[src/rtl/uart_rx_os.sv]
// Oversampling UART receiver: baud tick generator, synchroniser, majority-vote framing FSM,
// show-ahead FIFO carrying per-entry error flags, break detection and RTS flow control.
module uart_rx_os #(
    parameter int OSR        = 16,
    parameter int DIV_W      = 16,
    parameter int DEPTH      = 16,
    parameter int RTS_THRESH = 12
) (
    input  logic                       clk,
    input  logic                       rst,
    input  logic                       enable,
    input  logic [DIV_W-1:0]           baud_div,
    input  logic [3:0]                 cfg_data_bits,
    input  logic [1:0]                 cfg_parity,
    input  logic                       cfg_stop2,
    input  logic                       rx,
    output logic                       rts_n,
    output logic [11:0]                rd_data,
    output logic                       rd_valid,
    input  logic                       rd_ready,
    output logic [$clog2(DEPTH+1)-1:0] level,
    output logic                       overrun,
    input  logic                       clr_err
);
    localparam int SW = $clog2(OSR);
    localparam int PW = $clog2(DEPTH);
    localparam int LW = $clog2(DEPTH + 1);
    localparam logic [SW-1:0] S_A   = SW'(OSR / 2 - 1);
    localparam logic [SW-1:0] S_B   = SW'(OSR / 2);
    localparam logic [SW-1:0] S_DEC = SW'(OSR / 2 + 1);
    localparam logic [SW-1:0] S_END = SW'(OSR - 1);

    // IDLE wait start edge | START vet start bit | DATA shift | PARITY check | STOP check + push
    // BRK_WAIT hold after a break until the line returns high
    localparam logic [2:0] IDLE = 3'd0, START = 3'd1, DATA = 3'd2, PARITY = 3'd3,
                           STOP = 3'd4, BRK_WAIT = 3'd5;

    logic [DIV_W-1:0] tcnt, div_q, div_in;
    logic             os_tick;

    assign div_in  = (baud_div == '0) ? DIV_W'(1) : baud_div;
    assign os_tick = (tcnt == div_q - DIV_W'(1));

    always_ff @(posedge clk) begin
        if (rst) begin
            tcnt  <= '0;
            div_q <= div_in;
        end else if (os_tick) begin
            tcnt  <= '0;
            div_q <= div_in;
        end else begin
            tcnt <= tcnt + DIV_W'(1);
        end
    end

    logic [1:0] sync;
    logic       rx_s;

    always_ff @(posedge clk) begin
        if (rst) sync <= 2'b11;
        else     sync <= {sync[0], rx};
    end
    assign rx_s = sync[1];

    logic [2:0]    state;
    logic [SW-1:0] s, s_nxt;
    logic [1:0]    samp;
    logic [8:0]    data;
    logic [3:0]    bit_idx, nb_q, nb_cfg;
    logic [1:0]    par_q;
    logic          stop2_q, stop_idx, par_bit, par_err, frm_err, brk_q;
    logic          maj, par_en, last_stop, brk_cand, brk_now, push;
    logic [11:0]   din;

    assign s_nxt     = (s == S_END) ? '0 : s + SW'(1);
    assign maj       = (samp[1] & samp[0]) | (samp[1] & rx_s) | (samp[0] & rx_s);
    assign par_en    = par_q[0] ^ par_q[1];
    assign last_stop = ~stop2_q | stop_idx;
    assign brk_cand  = (data == '0) & ~(par_en & par_bit);
    assign brk_now   = stop_idx ? brk_q : (brk_cand & ~maj);
    assign push      = enable & os_tick & (state == STOP) & (s == S_DEC) & last_stop;
    assign din       = {brk_now, frm_err | ~maj, par_err, data};
    assign nb_cfg    = (cfg_data_bits < 4'd5) ? 4'd5 :
                       (cfg_data_bits > 4'd9) ? 4'd9 : cfg_data_bits;

    always_ff @(posedge clk) begin
        if (rst) begin
            state    <= IDLE;
            s        <= '0;
            samp     <= 2'b11;
            data     <= '0;
            bit_idx  <= '0;
            nb_q     <= 4'd8;
            par_q    <= 2'b00;
            stop2_q  <= 1'b0;
            stop_idx <= 1'b0;
            par_bit  <= 1'b0;
            par_err  <= 1'b0;
            frm_err  <= 1'b0;
            brk_q    <= 1'b0;
        end else if (!enable) begin
            state <= IDLE;
            s     <= '0;
        end else if (os_tick) begin
            if (state != IDLE && state != BRK_WAIT && (s == S_A || s == S_B))
                samp <= {samp[0], rx_s};
            case (state)
                IDLE: if (!rx_s) begin
                    s     <= '0;
                    state <= START;
                end
                START: begin
                    s <= s_nxt;
                    if (s == S_DEC && maj) begin
                        state <= IDLE;
                        s     <= '0;
                    end else if (s == S_END) begin
                        state    <= DATA;
                        nb_q     <= nb_cfg;
                        par_q    <= cfg_parity;
                        stop2_q  <= cfg_stop2;
                        bit_idx  <= '0;
                        data     <= '0;
                        par_bit  <= 1'b0;
                        par_err  <= 1'b0;
                        frm_err  <= 1'b0;
                        brk_q    <= 1'b0;
                        stop_idx <= 1'b0;
                    end
                end
                DATA: begin
                    s <= s_nxt;
                    if (s == S_DEC) data[bit_idx] <= maj;
                    if (s == S_END) begin
                        if (bit_idx == nb_q - 4'd1) state <= par_en ? PARITY : STOP;
                        else                        bit_idx <= bit_idx + 4'd1;
                    end
                end
                PARITY: begin
                    s <= s_nxt;
                    if (s == S_DEC) begin
                        par_bit <= maj;
                        par_err <= (^data) ^ maj ^ par_q[1];
                    end
                    if (s == S_END) state <= STOP;
                end
                STOP: begin
                    s <= s_nxt;
                    if (s == S_DEC) begin
                        if (last_stop) begin
                            state <= brk_now ? BRK_WAIT : IDLE;
                            s     <= '0;
                        end else begin
                            frm_err <= ~maj;
                            brk_q   <= brk_cand & ~maj;
                        end
                    end else if (s == S_END) begin
                        stop_idx <= 1'b1;
                    end
                end
                BRK_WAIT: if (rx_s) state <= IDLE;
                default: state <= IDLE;
            endcase
        end
    end

    logic [11:0]   mem [DEPTH];
    logic [PW-1:0] wptr, rptr, rptr_n;
    logic [LW-1:0] level_n;
    logic          full, pop, wr;

    assign full    = (level == LW'(DEPTH));
    assign pop     = rd_valid & rd_ready;
    assign wr      = push & (~full | pop);
    assign rptr_n  = pop ? rptr + PW'(1) : rptr;
    assign level_n = level + LW'(wr) - LW'(pop);

    always_ff @(posedge clk) begin
        if (wr) mem[wptr] <= din;
    end

    always_ff @(posedge clk) begin
        if (rst) begin
            wptr     <= '0;
            rptr     <= '0;
            level    <= '0;
            rd_valid <= 1'b0;
            rd_data  <= '0;
            overrun  <= 1'b0;
            rts_n    <= 1'b1;
        end else begin
            if (wr) wptr <= wptr + PW'(1);
            rptr     <= rptr_n;
            level    <= level_n;
            rd_valid <= (level_n != '0);
            // when the new head is the entry being written this cycle, bypass the array
            if (wr && level == LW'(pop)) rd_data <= din;
            else if (level_n != '0)      rd_data <= mem[rptr_n];
            if (push && full && !pop) overrun <= 1'b1;
            else if (clr_err)         overrun <= 1'b0;
            rts_n <= (level_n >= LW'(RTS_THRESH));
        end
    end
endmodule

[config.mk]
export PLATFORM = sky130hd
export DESIGN_NAME = uart_rx_os
export DESIGN_NICKNAME = d
export VERILOG_FILES = /design/src/rtl/uart_rx_os.sv
export SDC_FILE = /design/constraint.sdc
export NUM_CORES = 1
export LEC_CHECK = 0
export CORE_MARGIN = 4
export CORE_UTILIZATION = 40
export DETAILED_ROUTE_END_ITERATION = 8
export MAX_ROUTING_LAYER = met4
export PLACE_DENSITY = 0.62
export SYNTH_ARGS = -nofsm -noshare
export SYNTH_HDL_FRONTEND = slang
export SYNTH_SLANG_ARGS = --single-unit
[constraint.sdc]
create_clock -name clk -period 5.4 [get_ports clk]
set_clock_uncertainty 0.05 [all_clocks]
set_input_delay 0.54 -clock clk [delete_from_list [all_inputs] [get_ports clk]]
set_output_delay 0.54 -clock clk [all_outputs]
set_load 0.02 [all_outputs]
# [Word level (Yosys, flattened, before mapping)]
# Memories as Yosys holds them, arrays and structs flattened.
# Index checks and enable logic that the tools add are counted.
[classes] n_addsub=9 order_cmp=5 n_eq_ne=30 n_mux=58 bitwise=26 n_reduce_logical=34
[ops] cell="$mux 16" n=3
[ops] cell="$mux 4" n=12
[ops] cell="$mux 3" n=11
[ops] cell="$mux 9" n=3
[ops] cell="$ne 2x2->1 const B" n=13
[ops] cell="$mux 12" n=2
[ops] cell="$reduce_and 7->1" n=3
[ops] cell="$pmux 3 s6" n=1
[ops] cell="$pmux 9 s2" n=1
[ops] cell="$add 16x1->16 const B" n=1
[ops] cell="$add 4x1->4 const B" n=4
[ops] cell="$eq 16x16->1" n=1
[ops] cell="$logic_not 16->1" n=1
[ops] cell="$mux 1" n=16
[ops] cell="$pmux 4 s4" n=1
[ops] cell="$sub 16x1->16 const B" n=1
[ops] cell="$and 1x1->1" n=12
[ops] cell="$eq 4x4->1 const B" n=3
[ops] cell="$reduce_and 6->1" n=2
[ops] cell="$reduce_bool 2->1" n=6
[ops] cell="$pmux 1 s2" n=5
[ops] cell="$bwmux 9" n=1
[ops] cell="$logic_not 9->1" n=1
[ops] cell="$reduce_and 9->1" n=1
[ops] cell="other kinds (33)" n=57
[totals] register_bits=96 ram_bits=192 output_inout_bits=20 elab_cells=186 n_memories=1
[memory_table] memory="mem" words=16 word_bits=12 read_ports=1 rd_ports_with_merged_regs=0 write_ports=1 line_no="167" text="logic [11:0] mem [DEPTH];"

# [Depth between registers and ports, before layout]
[depth] ltp_word=12 ltp_mapped=24

# [Worst setup path before layout]
# Ideal clock, no wire load.
[synth_path] path_kind="reg2reg" start="reg div_q[3]" end="reg rd_data[8]" arrival_ps=5217 t_required_ps=5285 slack_ps=68 path_stages_with_launch=25 n_path_buf=5 synth_period_minus_slack_ps=5332 path_cell_list="edfxtp_1 -> buf_2 -> or4_1 -> buf_2 -> or3_1 -> o31a_1 -> nor3_1 -> nand4b_1 -> buf_2 -> nor4_4 -> inv_1 -> ha_1 -> inv_1 -> ha_1 -> fa_1 -> a21oi_1 -> o21bai_1 -> xnor2_1 -> nand4_1 -> clkbuf_1 -> clkbuf_1 -> nor2_1 -> a31oi_1 -> mux2i_1 -> nor2_1"
[synth_between] elab_chain_cells=11
[synth_rtl] element="from (decl)" line_no="38" text="logic [DIV_W-1:0] tcnt, div_q, div_in;"
[synth_rtl] element="from (signal assigned)" line_no="47" text="div_q <= div_in;"
[synth_rtl] element="from (signal assigned)" line_no="50" text="div_q <= div_in;"
[synth_rtl] element="$sub 16x1->16 (*)" line_no="42" text="assign os_tick = (tcnt == div_q - DIV_W'(1));"
[synth_rtl] element="$eq 16x16->1 (*)" line_no="42"
[synth_rtl] element="$and 1x1->1 (*) (4 in a row)" line_no="81" text="assign push = enable & os_tick & (state == STOP) & (s == S_DEC) & last_stop;"
[synth_rtl] element="$and 1x1->1 (*)" line_no="174" text="assign wr = push & (~full | pop);"
[synth_rtl] element="$add 5x1->5" line_no="176" text="assign level_n = level + LW'(wr) - LW'(pop);"
[synth_rtl] element="$sub 5x1->5" line_no="176"
[synth_rtl] element="$reduce_bool 5->1" line_no="198" text="else if (level_n != '0) rd_data <= mem[rptr_n];"
[synth_rtl] element="$reduce_bool 2->1 (no source line)"
[synth_rtl] element="to (signal assigned)" line_no="197" text="if (wr && level == LW'(pop)) rd_data <= din;"
[synth_rtl] element="to (signal assigned)" line_no="198"
[synth_rtl] element="to (decl)" line_no="18" text="output logic [11:0] rd_data,"
# Every way passes the cells marked *; elsewhere a longest branch is shown, timed or not.
# A chain may end at the register's enable or synchronous reset.

# [Worst setup path after layout]
[layout_path] start="reg div_q[3]" end="reg rd_data[7]"
# The elaborated chain is that of the path after synthesis.

==> out/qor.txt <==
TritonCTS clock tree - yes
RD Place Congestion - 0.845
Setup TNS - 0 ps
Layout overhead on the synthesized area - 15.6%
Commonest non-fill, non-tap cells in the layout - 208 x edfxtp_1, 134 x nand2_1, 95 x nor2_1
Wirelength, routed - 30700 um
Clock Latency Late Sink - 560 ps
Final Cycle Share - 93.0%
Dpl ws - 182 ps
Row count - 65
Final number of hold-violating endpoints - 0
Internal reg-to-reg setup slack - 380 ps
First-pass GRT wire length - 47800 um
Avg WL per Cell - 19.2 um
Root buf cell - clkbuf_16
Num CTS Buffers - 30
Commonest non-fill, non-tap cell in the layout - edfxtp_1
Power Density - 363 mW/mm^2
Syn Inst Count - 1115
Number of global-route vias before repair - 8514
Yosys reg bits - 288
Status - finished clean
Number of synthesized flops with an enable pin - 208
Core area - 0.0317 mm^2
Die height - 188 um
Final min period - 5020 ps
IO Count - 49
Ant diodes - 0
Clock slew at reported path FFs - 60 ps
CTS Buffer Depth - 3
Worst Slack Setup Final - 378 ps
Final setup viols - 0
Post-CTS Hold Buffers - 0
Slew @ Worst Pin - 1200 ps
Overflow after GRT - 0
Routed Antenna Nets - 0
Library cells used by synthesis - 66
Total GRT Usage - 17.5%
CP Capture Type - flip-flop
Hold crit path type - flip-flop to flip-flop
Post-Syn Nets - 1170
Final routed DRC violation total - 0
Die area - 0.0352 mm^2
Reg area - 0.00785 mm^2
Max Freq - 0.199 GHz
Fill count - 2830
Fraction of layout cells with a size suffix above 1 - 10.2%
P_leak - 0.00553 uW
Max FO, Critical Path - 13
Max Cap Violations - 0
Ys flop type - edfxtp_1
Design area - 0.0149 mm^2
Largest net degree at the start of global routing - 59
Kind of critical path - flip-flop to flip-flop
Ys async rst share - 0%
Clock sinks - 288
Initial antenna violation count - 0
Nets - 1228
Drt first pass iters - 5
Footprint of the multi-input gates - 0.00470 mm^2
Critical path data arrival time - 5390 ps
PortBufs - 48
Mapped cell area - 0.0129 mm^2
Register area share after synthesis - 60.8%
VDD IR max - 239 uV
Slew Limit Fails - 0
DPL Wire Length - 19400 um
Slew headroom - 19.8%
DR vias - 8856
Die W - 188 um
YS warnings - 0
WP data required - 5760 ps
Max H-tree Level - 1
CP startpoint kind - flip-flop
Area post-placement - 0.0140 mm^2
Initial core utilization - 40.7%
DR vias/cell - 5.54
First DRT Iteration DRCs - 645
Avg Cell Area, Syn - 11.6 um^2
[synthesized netlist by cell type (3+ instances only)]
cell type	count	area, um^2
nor4_1	11	68.8
a221oi_1	11	96.3
nor4_4	3	63.8
nor3_1	25	125
nand2_1	135	507
buf_1	4	15.0
or4_1	4	30.0
xor2_1	23	201
and3_1	19	119
ha_1	25	313
mux2_2	3	33.8
nand4b_1	3	26.3
nand2b_1	6	37.5
nor2b_1	12	75.1
or3_1	14	87.6
a211oi_1	14	105
dfxtp_1	80	1600
o31ai_1	5	37.5
buf_2	4	20.0
and2_1	5	31.3
xnor2_1	26	228
nand4_1	6	37.5
o21ai_0	24	120
edfxtp_1	208	6250
nand3_1	33	165
mux2i_1	58	581
a21oi_1	55	275
clkbuf_1	58	218
a31oi_1	9	56.3
inv_1	36	135
nor2_1	95	357
a32oi_1	37	324
o31a_1	3	26.3
or2_2	4	25.0
o211ai_1	6	45.0
a21o_1	11	82.6
[final timing paths]
| check | startpoint | end | depth (start not counted) |
|---|---|---|---|
| worst min register to register | sync[0] | sync[1] | 1 |
| worst min-delay path | sync[0] | sync[1] | 1 |
| worst max register to register | div_q[3] | rd_data[7] | 21 |
| worst max-delay path | div_q[3] | rd_data[7] | 21 |
[layout make-up]
cell class | count | area share, %
Tap cell | 402 | 3.37
Sequential cell | 288 | 52.6
Clock buffer | 37 | 5.34
Multi-Input combinational cell | 724 | 31.5
Clock inverter | 18 | 0.880
Timing Repair Buffer | 93 | 5.45
Inverter | 36 | 0.905
[metal layers]
layer	up-vias	global-route usage, %	routed length [um]
met5	-	-	0
met4	0	4.40	652
met3	50	2.77	1820
met2	268	27.6	14100
met1	4317	23.8	14100
li1	4221	-	-
[report_power, final]
group | leakage, uW | internal [uW] | switching (uW) | total (uW)
registers | 0.00269 | 2420 | 67.8 | 2480
logic | 0.00238 | 426 | 566 | 992
clock network | 0.000460 | 1090 | 845 | 1940
total | 0.00553 | 3940 | 1480 | 5420
[sequential cells by signal, summed over array words and instances (netlist names), 2 cells and up]
register  cells
sync          2
samp          2
level         5
par_q         2
rptr          4
state         3
nb_q          4
bit_idx       4
mem         192
tcnt         16
wptr          4
s             4
data          9
rd_data      12
div_q        16
[critical path, stage by stage, from the launching register on]
cell and delay, ps:
edfxtp_1 380, or4_4 590, or3_1 380, o31a_1 300
nor3_2 180, nand4b_1 230, nor4_4 380, inv_1 80
ha_1 280, inv_1 40, ha_1 200, fa_1 410
a21oi_1 160, o21bai_1 90, xnor2_1 240, nand4_1 130
buf_4 210, buf_4 190, nor2_1 90, a31oi_1 50
mux2i_1 160, nor2_1 60
[timing repair]
| action | CTS | global route |
|---|---|---|
| buffers inserted | 0 | 2 |
| setup endpoints to repair | 0 | 12 |
| resized for setup | 0 | 2 |
[logic make-up (layout without fill, tap and decap cells)]
logic type,Yosys count,in the layout,share of synthesized area (%)
AO/OA/AOI/OAI,195,195,10.4
adder cells (fa/ha/maj),27,27,2.66
XOR/XNOR,50,50,3.50
AND/OR/NAND/NOR,391,391,14.8
flip-flops,288,288,60.8
multiplexers,61,61,4.76
buffers and inverters,103,184,3.09
[metrics by stage]
stage,utilization [%],instances,hold slack (ps),total power [uW]
final,47.1,1598,358,5420
after global routing,47.1,1598,368,5670
after CTS,47.0,1596,361,5470
after detailed placement,44.1,1541,347,3530
after global placement,44.1,1541,342,3510
after floorplan,-,1115,339,3170
Note: power is estimated with default switching activity, not from simulation.
